$ cat src/rtl/i2c_arb_pkg.sv
// rtl/i2c_arb_pkg.sv - shared types and constants for the i2c bus arbiter
package i2c_arb_pkg;

  typedef enum logic [1:0] {
    IDLE    = 2'd0,
    XFER    = 2'd1,
    RELEASE = 2'd2
  } arb_state_e;

  // 10 ms of byte watchdog at 32 MHz, and the bus-free gap between owners
  localparam int I2C_TIMEOUT_DEF = 320_000;
  localparam int I2C_GAP_DEF     = 32;

  // SSD1306-style control bytes carried in m_reg_addr
  localparam logic [7:0] OLED_CTRL_CMD = 8'h00;
  localparam logic [7:0] OLED_CTRL_DAT = 8'h40;

endpackage

$ cat src/rtl/i2c_rr_pick.sv
// rtl/i2c_rr_pick.sv - combinational round-robin picker, first valid at or after rr_ptr
module i2c_rr_pick
  import i2c_arb_pkg::*;
#(
  parameter int N_REQ = 2,
  parameter int PTR_W = 1
) (
  input  logic [N_REQ-1:0] req_valid,
  input  logic [PTR_W-1:0] rr_ptr,
  output logic [N_REQ-1:0] win,
  output logic             any
);

  logic [2*N_REQ-1:0] dbl_req;
  logic [2*N_REQ-1:0] dbl_shift;
  logic [N_REQ-1:0]   rot_req;
  logic [N_REQ-1:0]   rot_win;
  logic [2*N_REQ-1:0] dbl_back;

  // Rotate so rr_ptr sits at bit 0, isolate the lowest set bit, rotate back.
  assign dbl_req   = {req_valid, req_valid};
  assign dbl_shift = dbl_req >> rr_ptr;
  assign rot_req   = dbl_shift[N_REQ-1:0];
  assign rot_win   = rot_req & (~rot_req + N_REQ'(1));
  assign dbl_back  = {rot_win, rot_win} << rr_ptr;
  assign win       = dbl_back[2*N_REQ-1:N_REQ];
  assign any       = |req_valid;

endmodule

$ cat src/rtl/i2c_bus_arbiter.sv
// rtl/i2c_bus_arbiter.sv - per-transaction round-robin owner of the i2c_master byte engine
module i2c_bus_arbiter
  import i2c_arb_pkg::*;
#(
  parameter int N_REQ      = 2,
  parameter int TIMEOUT    = I2C_TIMEOUT_DEF,
  parameter int GAP_CYCLES = I2C_GAP_DEF
) (
  input  logic               clk_32M,
  input  logic               rst_n,
  input  logic [N_REQ-1:0]   req_valid,
  input  logic [N_REQ-1:0]   req_last,
  input  logic [8*N_REQ-1:0] req_reg_addr,
  input  logic [8*N_REQ-1:0] req_data,
  output logic [N_REQ-1:0]   req_ack,
  output logic [N_REQ-1:0]   req_err,
  output logic [N_REQ-1:0]   grant,
  output logic               m_enable,
  output logic [7:0]         m_reg_addr,
  output logic [7:0]         m_data_in,
  input  logic               m_done
);

  localparam int PTR_W = (N_REQ > 1) ? $clog2(N_REQ) : 1;
  localparam int WD_W  = $clog2(TIMEOUT + 1);
  localparam int GAP_W = $clog2(GAP_CYCLES + 1);

  localparam logic [WD_W-1:0]  WD_LAST  = WD_W'(TIMEOUT - 1);
  localparam logic [GAP_W-1:0] GAP_LAST = GAP_W'(GAP_CYCLES - 1);
  localparam logic [PTR_W-1:0] PTR_MAX  = PTR_W'(N_REQ - 1);

  arb_state_e       state;
  logic [PTR_W-1:0] rr_ptr;
  logic [PTR_W-1:0] owner_q;
  logic             last_q;
  logic [WD_W-1:0]  wdog;
  logic [GAP_W-1:0] gap_cnt;

  logic [N_REQ-1:0] pick_win;
  logic             pick_any;
  logic [PTR_W-1:0] win_idx;
  logic [PTR_W-1:0] sel_idx;
  logic [PTR_W-1:0] next_ptr;
  logic [7:0]       addr_arr [N_REQ];
  logic [7:0]       data_arr [N_REQ];
  logic             sel_valid;
  logic             sel_last;
  logic [7:0]       sel_addr;
  logic [7:0]       sel_data;

  i2c_rr_pick #(
    .N_REQ (N_REQ),
    .PTR_W (PTR_W)
  ) u_pick (
    .req_valid (req_valid),
    .rr_ptr    (rr_ptr),
    .win       (pick_win),
    .any       (pick_any)
  );

  for (genvar g = 0; g < N_REQ; g++) begin : g_slice
    assign addr_arr[g] = req_reg_addr[8*g +: 8];
    assign data_arr[g] = req_data[8*g +: 8];
  end

  always_comb begin
    win_idx = '0;
    for (int i = 0; i < N_REQ; i++) begin
      if (pick_win[i]) win_idx = PTR_W'(i);
    end
  end

  // In IDLE the candidate is the picker's winner; afterwards only the owner is ever looked at.
  assign sel_idx   = (state == IDLE) ? win_idx : owner_q;
  assign sel_valid = req_valid[sel_idx];
  assign sel_last  = req_last[sel_idx];
  assign sel_addr  = addr_arr[sel_idx];
  assign sel_data  = data_arr[sel_idx];
  assign next_ptr  = (owner_q == PTR_MAX) ? '0 : owner_q + PTR_W'(1);

  always_ff @(posedge clk_32M or negedge rst_n) begin
    if (!rst_n) begin
      state      <= IDLE;
      grant      <= '0;
      m_enable   <= 1'b0;
      m_reg_addr <= 8'h00;
      m_data_in  <= 8'h00;
      req_ack    <= '0;
      req_err    <= '0;
      rr_ptr     <= '0;
      owner_q    <= '0;
      last_q     <= 1'b0;
      wdog       <= '0;
      gap_cnt    <= '0;
    end else begin
      req_ack <= '0;
      req_err <= '0;
      case (state)
        IDLE: begin
          gap_cnt <= '0;
          if (pick_any) begin
            grant      <= pick_win;
            owner_q    <= win_idx;
            m_reg_addr <= sel_addr;
            m_data_in  <= sel_data;
            last_q     <= sel_last;
            m_enable   <= 1'b1;
            req_ack    <= pick_win;
            wdog       <= '0;
            state      <= XFER;
          end
        end
        XFER: begin
          // A completing byte beats a watchdog expiry in the same cycle.
          if (m_done) begin
            if (!last_q && sel_valid) begin
              m_data_in <= sel_data;
              last_q    <= sel_last;
              req_ack   <= grant;
              wdog      <= '0;
            end else begin
              if (!last_q) req_err <= grant;
              m_enable <= 1'b0;
              grant    <= '0;
              rr_ptr   <= next_ptr;
              gap_cnt  <= '0;
              state    <= RELEASE;
            end
          end else if (wdog == WD_LAST) begin
            req_err  <= grant;
            m_enable <= 1'b0;
            grant    <= '0;
            rr_ptr   <= next_ptr;
            gap_cnt  <= '0;
            state    <= RELEASE;
          end else begin
            wdog <= wdog + WD_W'(1);
          end
        end
        RELEASE: begin
          if (gap_cnt == GAP_LAST) state <= IDLE;
          else gap_cnt <= gap_cnt + GAP_W'(1);
        end
        default: state <= IDLE;
      endcase
    end
  end

endmodule

$ cat config.mk
export PLATFORM = sky130hd
export DESIGN_NAME = i2c_bus_arbiter
export DESIGN_NICKNAME = d
export VERILOG_FILES = /design/src/rtl/i2c_arb_pkg.sv /design/src/rtl/i2c_rr_pick.sv /design/src/rtl/i2c_bus_arbiter.sv
export SDC_FILE = /design/constraint.sdc
export NUM_CORES = 1
export LEC_CHECK = 0
export ABC_AREA = 1
export ABC_CLOCK_PERIOD_IN_PS = 3800
export BUFFER_PORTS_ARGS = -buffer_cell sky130_fd_sc_hd__buf_2
export CAP_MARGIN = 20
export CORE_UTILIZATION = 50
export DETAILED_ROUTE_END_ITERATION = 6
export PLACE_DENSITY = 0.73
export RECOVER_POWER = 25
export SYNTH_ARGS = -nofsm -noshare
export SYNTH_HDL_FRONTEND = slang
export SYNTH_SLANG_ARGS = --single-unit
$ cat constraint.sdc
create_clock -name clk_32M -period 3.8 [get_ports clk_32M]
set_clock_uncertainty 0.15 [all_clocks]
set_input_delay 0.38 -clock clk_32M [delete_from_list [all_inputs] [get_ports clk_32M]]
set_output_delay 0.38 -clock clk_32M [all_outputs]
set_load 0.01 [all_outputs]
==> flow_summary.ini <==
[clocking]
clk_pin_slew_ns = 0.10
ctsHoldBuffers = 0
clock_tree.root_cell = clkbuf_8
clock_latency_ns = 0.30
htreeDepth = 2
cts_setup_buffers = 0
clkSinkCount = 53
cts_max_path_buffers = 2
tritoncts = yes
post_cts_resized = 0
numCtsBuffers = 5

[die]
fp.dieH_um = 80.03
dieArea_um2 = 6404
boundaryPins = 62
fp.coreArea_um2 = 5886
die_w_um = 80.03
rows = 28
start_util_pct = 51.72

[power_and_ir_drop]
p_leak_nw = 1.685
p_per_area_nw_per_um2 = 625.0
finalPower_mw = 2.187
ir_worst_vdd_mv = 0.3889

[hold_path]
min_from = req_reg_addr[1]
hold_class = in -> reg
hold_path_depth = 3

[layout]
ff_latch_area_um2 = 1326
fin_nets = 498
utilization_pct = 59.46
layout-drive-gt1-share_pct = 22.27
mostFrequentLayoutCells = nand2_1 (111), buf_2 (60), dfrtp_1 (53)
fillers = 532
layout_commonest_cell = nand2_1
diodes = 0
multi_input_area_um2 = 1531
area_growth_pct = 14.96

[global_route]
antenna_found_initial = 0
grt_pass1_vias = 2592
grt_pass1_wl_mm = 11.72
grt_max_degree = 35
grt.overflow.total = 0
grt.total_usage_pct = 23.50

[timing]
rsz0062_at_grt = no
drv_slew = 35
fmax_ghz = 0.4219
maxSlewHeadroom_pct = -24.19
hold_violations = 0
worst_pin_slew_ns = 1.863
whs_ns = 0.1632
fin_crit_ns = 2.370
setup_tns_ns = 0
fin_crit_sh_pct = 62.37
setup_viol = 0
setup_slack_ns = 1.430

[detailed_routing]
first_pass_iters = 4
wl_per_cell_um = 13.34
vias = 2844
ant_nets = 0
wirelength_mm = 7.108
via_per_inst = 5.336
first_iter_violations = 139
drc = 0

[synth]
synth-seq-cells = 53
synth-seq-area-share_pct = 43.57
avgSynthCellArea_um2 = 7.629
syn_area_um2 = 3044
synth_fp_nets = 440
synthCells = 399
ys_warn_count = 0
yosys.cell_types.count = 33

[critical_path]
path_common_cell = nand3_4
arrival_ns = 2.44
path_cells = ha_1 > nand3_4 > nor3_4 > nand3_4 > nand3_4 > nand3_4 > o21ai_0
critPathLaunch = wdog[0]
crit_required_ns = 3.87
rr_startpoint = wdog[0]
cp_slowest_cell = dfrtp_1
startpoint_type = flop
cpPeakStageDelay_ns = 0.54
crit_path_end_kind = flop
cp.depth = 7
r2r_cells = 7
cp_num_buf_inv = 0
cp_top_family = simple AND/OR/NAND/NOR gates
cp_max_fo = 19
crit_type = reg -> reg

[placed_design]
dpl_worst_slack_ns = 1.485
dp_hpwl_mm = 5.127
io_buffers = 61
gp_congestion = 0.9295

[flow_run]
drv_cap = 1

[status]
violations = max-capacitance violations, max-slew violations
outcome = finished, violations left
[cell families (layout without fill, tap and decap cells)]
logic type | after synthesis | count (layout) | share of synthesized area, %
xor gates and xnor gates | 5 | 5 | 1.438
buffers and inverters | 43 | 102 | 6.124
DFF | 53 | 53 | 43.57
adders and majority gates | 2 | 2 | 0.8219
AOI/OAI and AO/OA | 43 | 43 | 8.220
and+or+nand+nor | 253 | 253 | 39.83
[routing by layer]
metal  routed length [um]  GRT usage [%]  up-vias
li1                     -              -     1439
met1                 3163          29.97     1283
met2                 3376          39.23      107
met3                  422          4.914       15
met4                  146          8.393        0
met5                    0              0        -
[synth_stat cells]
cell type / count / area, um^2
a21oi_1: 17 / 85.08
a21oi_4: 1 / 16.27
a31oi_1: 1 / 6.260
and2_1: 1 / 6.260
buf_2: 5 / 25.02
buf_4: 3 / 22.52
buf_6: 1 / 11.26
clkbuf_1: 2 / 7.510
dfrtp_1: 53 / 1326
ha_1: 2 / 25.02
inv_1: 25 / 93.84
inv_2: 7 / 26.28
nand2_1: 111 / 416.7
nand2_2: 7 / 43.79
nand3_1: 33 / 165.2
nand3_2: 2 / 20.02
nand3_4: 4 / 70.07
nand3b_1: 1 / 7.510
nand4_1: 26 / 162.7
nor2_1: 47 / 176.4
nor2_2: 1 / 6.260
nor2_4: 1 / 11.26
nor3_1: 5 / 25.02
nor3_2: 1 / 10.01
nor3_4: 1 / 16.27
nor4_1: 2 / 12.51
o211ai_1: 9 / 67.56
o21ai_0: 14 / 70.07
o21ai_1: 1 / 5.000
or2_0: 1 / 6.260
or2_2: 9 / 56.30
xnor2_1: 1 / 8.760
xor2_1: 4 / 35.03
[registers in the layout, summed over array words and instances (netlist names)]
name and count:
wdog 19, m_data_in 8, m_reg_addr 8, gap_cnt 6
grant 2, req_ack 2, req_err 2, state 2
last_q 1, m_enable 1, owner_q 1, rr_ptr 1
[power breakdown]
part	internal [mW]	switching, mW
Sequential	0.728	0.113
Clock	0.215	0.185
Combinational	0.310	0.636
[cell type report]
type,instances,area share (%)
flip-flops and latches,53,37.90
repair buffers,62,8.902
multi-input cells,303,43.76
clock buffers,7,2.467
clock inverters,1,0.8581
well taps,75,2.681
inverters,32,3.432
[through the flow]
stage / cells / area, um^2
2_1_floorplan: 399 / 3044
3_3_place_gp: 525 / 3385
3_5_place_dp: 525 / 3385
4_1_cts: 533 / 3501
5_1_grt: 533 / 3500
6_report: 533 / 3500
[tightest hold or removal path, cell delays in order]
cell     delay, ns
buf_2         0.09
nand2_1       0.05
a21oi_1       0.06
[final timing paths]
kind	end	slack, ns
min in group asynchronous	wdog[10]	0.43
max in group asynchronous	gap_cnt[5]	1.95
worst min-delay path	m_reg_addr[1]	0.16
worst min register to register	m_enable	0.33
worst max-delay path	wdog[8]	1.43
worst max register to register	wdog[8]	1.43
Power figures use the tool's default switching activity.
